File: src/rtl/uart_pkg.sv
// Shared definitions for the serial transceiver: parity modes, transmit FSM states
// and the parity helper used when a word is accepted.
package uart_pkg;

   localparam int PARITY_NONE   = 0;
   localparam int PARITY_ODD    = 1;
   localparam int PARITY_EVEN   = 2;
   localparam int MAX_DATA_BITS = 9;

   typedef enum logic [2:0] {
      IDLE,
      START,
      DATA,
      PARITY,
      STOP
   } tx_state_t;

   // Callers zero-extend the payload, so XOR over all MAX_DATA_BITS equals XOR over the payload.
   function automatic logic parity_bit(input logic [MAX_DATA_BITS-1:0] data, input int mode);
      return (mode == PARITY_ODD) ? ~(^data) : (^data);
   endfunction

endpackage

File: src/rtl/uart_tx_frame_if.sv
// Host-side word handshake plus the serial line and status outputs of the transmitter.
// master = byte source / observer, slave = uart_tx_frame.
interface uart_tx_frame_if #(
   parameter int DATA_BITS = 8
);
   logic [DATA_BITS-1:0] tx_data;
   logic                 tx_valid;
   logic                 tx_ready;
   logic                 dout;
   logic                 tx_busy;
   logic                 tx_done;

   modport master (
      output tx_data,
      output tx_valid,
      input  tx_ready,
      input  dout,
      input  tx_busy,
      input  tx_done
   );

   modport slave (
      input  tx_data,
      input  tx_valid,
      output tx_ready,
      output dout,
      output tx_busy,
      output tx_done
   );
endinterface

File: src/rtl/baud_tick_gen.sv
// Bit-period divider: counts 0..CLKS_PER_BIT-1 while enabled, tick on the last count.
// Synchronous clear restarts the bit period; no backpressure, tick is a single-cycle strobe.
module baud_tick_gen #(
   parameter int CLKS_PER_BIT = 16
) (
   input  logic clk,
   input  logic rst,
   input  logic clr,
   input  logic en,
   output logic tick
);

   localparam int CNT_W = (CLKS_PER_BIT > 1) ? $clog2(CLKS_PER_BIT) : 1;
   localparam logic [CNT_W-1:0] LAST = CNT_W'(CLKS_PER_BIT - 1);

   logic [CNT_W-1:0] cnt;

   assign tick = en && (cnt == LAST);

   always_ff @(posedge clk) begin
      if (rst || clr) begin
         cnt <= '0;
      end else if (en) begin
         cnt <= tick ? '0 : cnt + 1'b1;
      end
   end

endmodule

File: src/rtl/uart_tx_frame.sv
// Parametrised serial transmitter: start, DATA_BITS LSB first, optional parity, 1-2 stop bits.
// Start bit drives dout on the accept edge; tx_ready is high only in IDLE, so words wait in the source.
module uart_tx_frame
   import uart_pkg::*;
#(
   parameter int DATA_BITS    = 8,
   parameter int CLKS_PER_BIT = 16,
   parameter int PARITY_MODE  = 0,
   parameter int STOP_BITS    = 1
) (
   input  logic            clk,
   input  logic            rst,
   uart_tx_frame_if.slave  tx_if
);

   localparam logic [3:0] LAST_DATA = 4'(DATA_BITS - 1);
   localparam logic [3:0] LAST_STOP = 4'(STOP_BITS - 1);

   tx_state_t            state_q, state_d;
   logic [DATA_BITS-1:0] shift_q, shift_d;
   logic [3:0]           bit_cnt_q, bit_cnt_d;
   logic                 par_q, par_d;
   logic                 accept;
   logic                 bit_tick;
   logic                 dout_d;
   logic                 done_d;

   assign accept = tx_if.tx_valid && (state_q == IDLE);

   baud_tick_gen #(
      .CLKS_PER_BIT(CLKS_PER_BIT)
   ) u_baud (
      .clk  (clk),
      .rst  (rst),
      .clr  (accept),
      .en   (state_q != IDLE),
      .tick (bit_tick)
   );

   always_comb begin
      state_d   = state_q;
      shift_d   = shift_q;
      bit_cnt_d = bit_cnt_q;
      par_d     = par_q;
      case (state_q)
         IDLE: begin
            if (accept) begin
               state_d   = START;
               shift_d   = tx_if.tx_data;
               par_d     = parity_bit(MAX_DATA_BITS'(tx_if.tx_data), PARITY_MODE);
               bit_cnt_d = '0;
            end
         end
         START: begin
            if (bit_tick) begin
               state_d   = DATA;
               bit_cnt_d = '0;
            end
         end
         DATA: begin
            if (bit_tick) begin
               shift_d = shift_q >> 1;
               if (bit_cnt_q == LAST_DATA) begin
                  bit_cnt_d = '0;
                  state_d   = (PARITY_MODE != PARITY_NONE) ? PARITY : STOP;
               end else begin
                  bit_cnt_d = bit_cnt_q + 1'b1;
               end
            end
         end
         PARITY: begin
            if (bit_tick) begin
               state_d   = STOP;
               bit_cnt_d = '0;
            end
         end
         STOP: begin
            // bit_cnt_q counts stop bits here so two stop bits need no extra counter
            if (bit_tick) begin
               if (bit_cnt_q == LAST_STOP) begin
                  state_d   = IDLE;
                  bit_cnt_d = '0;
               end else begin
                  bit_cnt_d = bit_cnt_q + 1'b1;
               end
            end
         end
         default: state_d = IDLE;
      endcase
   end

   // Line level is decoded from the next state so dout is registered yet aligned with state.
   always_comb begin
      dout_d = 1'b1;
      case (state_d)
         START:   dout_d = 1'b0;
         DATA:    dout_d = shift_d[0];
         PARITY:  dout_d = par_d;
         default: dout_d = 1'b1;
      endcase
      done_d = (state_q == STOP) && (state_d == IDLE);
   end

   always_ff @(posedge clk) begin
      if (rst) begin
         state_q        <= IDLE;
         shift_q        <= '0;
         bit_cnt_q      <= '0;
         par_q          <= 1'b0;
         tx_if.dout     <= 1'b1;
         tx_if.tx_ready <= 1'b1;
         tx_if.tx_busy  <= 1'b0;
         tx_if.tx_done  <= 1'b0;
      end else begin
         state_q        <= state_d;
         shift_q        <= shift_d;
         bit_cnt_q      <= bit_cnt_d;
         par_q          <= par_d;
         tx_if.dout     <= dout_d;
         tx_if.tx_ready <= (state_d == IDLE);
         tx_if.tx_busy  <= (state_d != IDLE);
         tx_if.tx_done  <= done_d;
      end
   end

endmodule
File: src/flat_wrapper.sv
// flat-port wrapper written by rule: the top's interface ports become plain ports
module uart_tx_frame_flat import uart_pkg::*;
#(
   parameter int DATA_BITS    = 8,
   parameter int CLKS_PER_BIT = 16,
   parameter int PARITY_MODE  = 0,
   parameter int STOP_BITS    = 1
)
  (clk, rst, tx_if_tx_data, tx_if_tx_valid, tx_if_tx_ready, tx_if_dout, tx_if_tx_busy, tx_if_tx_done);
  uart_tx_frame_if #(.DATA_BITS(DATA_BITS)) tx_if_i ();
  input  logic clk;
  input  logic rst;
  input wire logic [$bits(tx_if_i.tx_data)-1:0] tx_if_tx_data;
  input wire logic [$bits(tx_if_i.tx_valid)-1:0] tx_if_tx_valid;
  output wire logic [$bits(tx_if_i.tx_ready)-1:0] tx_if_tx_ready;
  output wire logic [$bits(tx_if_i.dout)-1:0] tx_if_dout;
  output wire logic [$bits(tx_if_i.tx_busy)-1:0] tx_if_tx_busy;
  output wire logic [$bits(tx_if_i.tx_done)-1:0] tx_if_tx_done;
  assign tx_if_i.tx_data = tx_if_tx_data;
  assign tx_if_i.tx_valid = tx_if_tx_valid;
  assign tx_if_tx_ready = tx_if_i.tx_ready;
  assign tx_if_dout = tx_if_i.dout;
  assign tx_if_tx_busy = tx_if_i.tx_busy;
  assign tx_if_tx_done = tx_if_i.tx_done;
  uart_tx_frame #(.DATA_BITS(DATA_BITS), .CLKS_PER_BIT(CLKS_PER_BIT), .PARITY_MODE(PARITY_MODE), .STOP_BITS(STOP_BITS)) u_core (.clk(clk), .rst(rst), .tx_if(tx_if_i));
endmodule
File: config.mk
export PLATFORM = sky130hd
export DESIGN_NAME = uart_tx_frame_flat
export DESIGN_NICKNAME = d
export VERILOG_FILES = /design/src/rtl/uart_pkg.sv /design/src/rtl/uart_tx_frame_if.sv /design/src/rtl/baud_tick_gen.sv /design/src/rtl/uart_tx_frame.sv /design/src/flat_wrapper.sv
export SDC_FILE = /design/constraint.sdc
export NUM_CORES = 1
export LEC_CHECK = 0
export BUFFER_PORTS_ARGS = -buffer_cell sky130_fd_sc_hd__buf_2
export CORE_ASPECT_RATIO = 0.8
export CORE_UTILIZATION = 25
export DETAILED_ROUTE_END_ITERATION = 6
export MAX_ROUTING_LAYER = met4
export PLACE_DENSITY = 0.51
export SLEW_MARGIN = 0
export SYNTH_ARGS = -nofsm -noshare
export SYNTH_HDL_FRONTEND = slang
export SYNTH_SLANG_ARGS = --single-unit
File: constraint.sdc
create_clock -name clk -period 2.25 [get_ports clk]
set_clock_uncertainty 0.05 [all_clocks]
set_input_delay 0.1125 -clock clk [delete_from_list [all_inputs] [get_ports clk]]
set_output_delay 0.1125 -clock clk [all_outputs]
set_load 0.02 [all_outputs]
# == After elaboration in Yosys (flattened, before gate mapping) ==
# Index checks and enable logic that the tools add are counted.
# word_totals
in_bits,11
word_cells,62
regBits,24
out_inout_bits,4
# classes
add_sub_neg,2
muxes,22
reduce_logical,15
n_eq_ne,13
# op_table
operator,n
$mux 4,7
$mux 3,7
$mux 8,2
$pmux 4 s4,1
$pmux 8 s2,1
$pmux 3 s5,1
$eq 3x2->1 const B,4
$reduce_xor 9->1,1
$add 4x1->4 const B,2
$eq 3x1->1 const B,2
$logic_not 3->1,2
$ne 2x2->1 const B,3
$reduce_bool 3->1,2
$reduce_and 5->1,1
$eq 4x3->1 const B,1
$eq 4x4->1 const B,1
$logic_not 4->1,1
$reduce_bool 4->1,1
$eq 3x3->1 const B,1
$logic_and 1x1->1,3
$pmux 1 s3,1
$reduce_and 3->1,1
$mux 1,2
$ne 2x1->1 const B,1
3 further kinds,3

# == Logic depth before layout (Yosys ltp) ==
# depth
depth_word,6
mapped_depth,6
ltp_nobuf,6

# == By module ==
# A second synthesis with hierarchy kept.
# unflattened
hier_cells,141
hier_area_um2,1238.7
# by_module_without_submodules
module,seq_area_each_um2,cells_per_inst,n_inst,area_each_um2
uart_tx_frame,400.4,121,1,1042.2
baud_tick_gen,80.1,20,1,196.4

# == Worst setup path before layout ==
# OpenSTA, ideal clock, no wires.
# synth_timing
path_kind,reg-to-reg
from,reg u_core.u_baud.cnt[0]
to,reg u_core.tx_if.tx_ready
synth_period_minus_slack_ns,1.656
arrival_time_ns,1.490
slack_ns,0.594
stages_incl_launch_ff,6
path_buffers,0
setup_ns,0.116
required_ns,2.084
cell_sequence,dfxtp_1 -> ha_1 -> nand3_1 -> or3_1 -> a21o_1 -> a31o_2
# synth_via
elab_chain_cells,5
elab_cells_between_ends,8
classes_between,eq/ne: 1; mux: 5; reduce/logical: 2
# synth_lines
element,line,source
start: declaration,baud_tick_gen.sv:16,logic [CNT_W-1:0] cnt;
start signal: assignment,baud_tick_gen.sv:24,cnt <= tick ? '0 : cnt + 1'b1;
$eq 4x4->1 (*),baud_tick_gen.sv:18,assign tick = en && (cnt == LAST);
$logic_and 1x1->1 (*),baud_tick_gen.sv:18,
$mux 3 (on tied branches),-,
$pmux 3 s5 (*),uart_tx_frame.sv:45,case (state_q)
$logic_not 3->1 (*),uart_tx_frame.sv:120,tx_if.tx_ready <= (state_d == IDLE);
end signal: assignment,uart_tx_frame.sv:120,
end: declaration,uart_tx_frame_if.sv:25,"output tx_ready,"
# Mark *: on every way between the ends. The rest lies on a longest branch, timed or not.
# A chain may end at the register's enable or synchronous reset.

# == Final worst setup path ==
# layout_timing
from,reg u_core.state_q[1]
to,reg u_core.bit_cnt_q[2]
# layout_via
elab_chain_cells,4
elab_cells_between_ends,16
classes_between,eq/ne: 8; mux: 1; reduce/logical: 7
# layout_lines
element,line,source
start: declaration,uart_tx_frame.sv:19,"tx_state_t state_q, state_d;"
start signal: assignment,uart_tx_frame.sv:115,state_q <= state_d;
$eq 3x1->1 (tied with other cells),uart_tx_frame.sv:45,
$reduce_or 2->1 (no source line) (tied with other cells),-,
$ne 2x1->1 (no source line) (tied with other cells),-,
$reduce_and 5->1 (no source line),-,
end signal: assignment,uart_tx_frame.sv:117,bit_cnt_q <= bit_cnt_d;
end: declaration,uart_tx_frame.sv:21,"logic [3:0] bit_cnt_q, bit_cnt_d;"
# Parallel ways exist; a longest one is shown, timed or not.

==> run metrics <==
fin. max-slew vios=0; nets@finish=173; gr usage total=0.113; CTS tree=done; row cnt=22; Num CTS Buffers=3; post-DP HPWL=1.83 mm; period utilization=0.818; Via density=4.65; Congestion Overflow GR=0; via count=1014; Compound-Gate Fraction of Synth Area=0.178; Setup CP Type=reg2reg; top cells by area, synth=dfxtp_1 (39%), nor2_1 (9.5%), xnor2_1 (5.7%); clk root buf=clkbuf_8; commonest non-fill, non-tap cell in the layout=nor2_1; Setup crit start=u_core.state_q[1]$_SDFF_PP0_; PostCTS Resize Cnt=0; Worst Slack Setup Final=0.409 ns; Synth Area in Simple Gates=0.290; Design Power=0.935 mW; Post-CTS Hold Buffers=0; leading area contributor after synthesis=dfxtp_1; Syn Std Cell Area=0.00123 mm²; CP top delay family=compound AO/OA/AOI/OAI gates; FF+latch area=480 µm²; # IOs=15; actual slew at the worst max-slew pin=0.432 ns; layout cells sized above 1=0.165; initial antenna violation count=0; clock power share=0.324; max frequency=543 MHz; Die X=80.4 µm; area grow syn2layout=14.3%; Reg clk slew, reported paths=0.09 ns; DR DRC count=0; router iterations before antenna repair=4; Final min period=1.84 ns; slowest CP cell=or3_1; cell area after layout=0.00140 mm²; clk_lat worst skew=0.27 ns; most frequent cells in the layout=nor2_1 (31), dfxtp_1 (24), buf_2 (14); worst reg2reg path endpoint=u_core.bit_cnt_q[2]$_SDFFE_PP0P_; crit-path cells=or3_1 > a31oi_4 > a21oi_1 > a2111oi_2; Placed Cells incl. Taps=214; Worst EP arrival=1.97 ns; Slew HR=0.710; Fillers=494; Die Y=64.7 µm; Cell Area, Placed=0.00135 mm²; R2R Setup Slk=0.41 ns; largest family of logic cells by synthesized area=simple AND/OR/NAND/NOR gates; slowest stage delay, CP=0.53 ns; final WL=2.63 mm; crit path buf inv count=0; Avg Inst Size Synth=8.47 µm²; H-tree depth=1; number of global-route vias before repair=906; WL per Instance=12.1 µm; Final Hold Fails=0; RSZ-0062 raised after global routing=no; multi-input logic area=693 µm²; top cell type's share of synthesized area=0.391; Pleak=0.529 nW; status=completed; TritonCTS sink count=24; Antenna Cells=0; largest net degree at the start of global routing=21; Synth Area in XOR/XNOR=0.0570; Syn. warnings=0; Adder-Cell Fraction of Synth Area=0.0305; Worst Setup Start Kind=flop; Seq/Total Area, Yosys=0.391; hold crit path type=in2reg; initial drt markers=79; Die Outline Area=0.00520 mm²; antenna-violating nets left=0; gpl congestion=0.742; Post-Place Setup Slack=0.404 ns; Hold Crit Depth=3; TNS Setup=0 ns; Cell Int Power=0.680 mW; pwr dens=666 mW/mm²; first-pass GRT wire length=4.42 mm; number of max-cap violations=0; PortBufs=14; Final Setup Violations=0; multiplexer area fraction after synthesis=0.00815; Mapped Nets=159; Starting Density=0.264; Sw Share=0.272; reg2reg start=u_core.state_q[1]$_SDFF_PP0_; Critical Path RT=2.38 ns; Non-Filler Instances=218; combinational share of power=0.168; Clock Tree Buf Depth=2; Hold EP=u_core.shift_q[7]$_SDFFE_PP0P_; Hold Crit Start=tx_if_tx_data[7]; R2R depth=4; post-CTS setup buffer count=0; sequential share of power=0.508; library cells used by synthesis=40; crit end category=flop; Max VDD drop=0.235 mV; core area=0.00465 mm²; synthesized flop and latch total=24; CP max FO=14; Net Sw Power=0.254 mW; Cells after Synth=145
[cells in the mapped netlist]
cell type	number
nand3b_1	3
nor3b_1	3
or3_1	4
o21ai_0	5
nand2_1	4
ha_1	3
nor4b_4	1
mux2i_1	1
nor2_1	31
or4b_1	1
a211oi_1	1
a21oi_1	9
clkbuf_1	3
or2_2	1
or3b_1	1
buf_2	2
a2111oi_2	1
and3_1	2
a31oi_1	4
a32o_1	1
nor4_1	5
o2111ai_1	1
a31oi_4	1
inv_1	6
and2_1	1
a31o_2	1
xnor2_1	8
and4_1	1
nor2b_1	1
nor3_1	2
o221ai_1	1
buf_6	1
o21ai_2	1
or3b_4	1
a21o_1	1
o31ai_1	1
o21ai_1	1
dfxtp_1	24
a22oi_1	2
nand3_1	4
[registers in the layout, indices dropped and copies added, names as in the netlist]
name,flops
u_core.tx_if.tx_ready,1
u_core.tx_if.tx_done,1
u_core.state_q,3
u_core.shift_q,8
u_core.par_q,1
u_core.tx_if.dout,1
u_core.bit_cnt_q,4
u_core.u_baud.cnt,4
u_core.tx_if.tx_busy,1
[area by class of cell]
cell class / count / share of cell area
Tap cell: 60 / 0.0535
Inverter: 6 / 0.0160
Multi-Input combinational cell: 109 / 0.494
Clock buffer: 4 / 0.0392
Sequential cell: 24 / 0.342
Timing Repair Buffer: 15 / 0.0553
[cells by family (layout without fill, tap and decap cells)]
| kind of cell | Yosys count | count (layout) |
|---|---|---|
| compound gates | 31 | 31 |
| buf+inv | 12 | 25 |
| simple gates | 66 | 66 |
| flops | 24 | 24 |
| mux | 1 | 1 |
| xor+xnor | 8 | 8 |
| fa+ha+maj | 3 | 3 |
[per-layer routing]
layer  global-route usage  routed length [µm]  vias to the layer above  part of all wire
met5                    -                   0                        -                 0
met4               0.0268                  19                        0            0.0072
met3               0.0352                  88                        2             0.033
met2                0.149                1040                       11              0.39
met1                0.164                1490                      461              0.57
li1                     -                   -                      540                 -
[power groups by stage]
stage,Sequential (mW),Clock [mW],Combinational [mW]
final,0.475,0.303,0.157
after global routing,0.478,0.341,0.173
after CTS,0.475,0.316,0.159
after detailed placement,0.484,0,0.157
after global placement,0.484,0,0.159
after floorplan,0.486,0,0.113
[how the worst max path moves through the flow]
stage               depth (start not counted)                                to  slack [ns]
finish                                      4  u_core.bit_cnt_q[2]$_SDFFE_PP0P_        0.41
global route                                5  u_core.bit_cnt_q[1]$_SDFFE_PP0P_        0.26
CTS                                         4  u_core.bit_cnt_q[2]$_SDFFE_PP0P_        0.40
detailed placement                          4  u_core.bit_cnt_q[2]$_SDFFE_PP0P_        0.40
global placement                            5  u_core.tx_if.tx_ready$_SDFF_PP1_        0.38
floorplan                                   5  u_core.tx_if.tx_ready$_SDFF_PP1_        0.59
[worst register-to-register path, cell delays in order, from the launching register on]
cell and delay (ns):
dfxtp_1 0.45, or3_1 0.53, a31oi_4 0.30, a21oi_1 0.10, a2111oi_2 0.32
[metrics by stage]
step                utilization  hold slack (ns)
floorplan                     -            0.190
global placement          0.290            0.343
detailed placement        0.290            0.343
CTS                       0.302           0.0433
global route              0.302           0.0420
finish                    0.302           0.0461
Power figures use the tool's default switching activity.
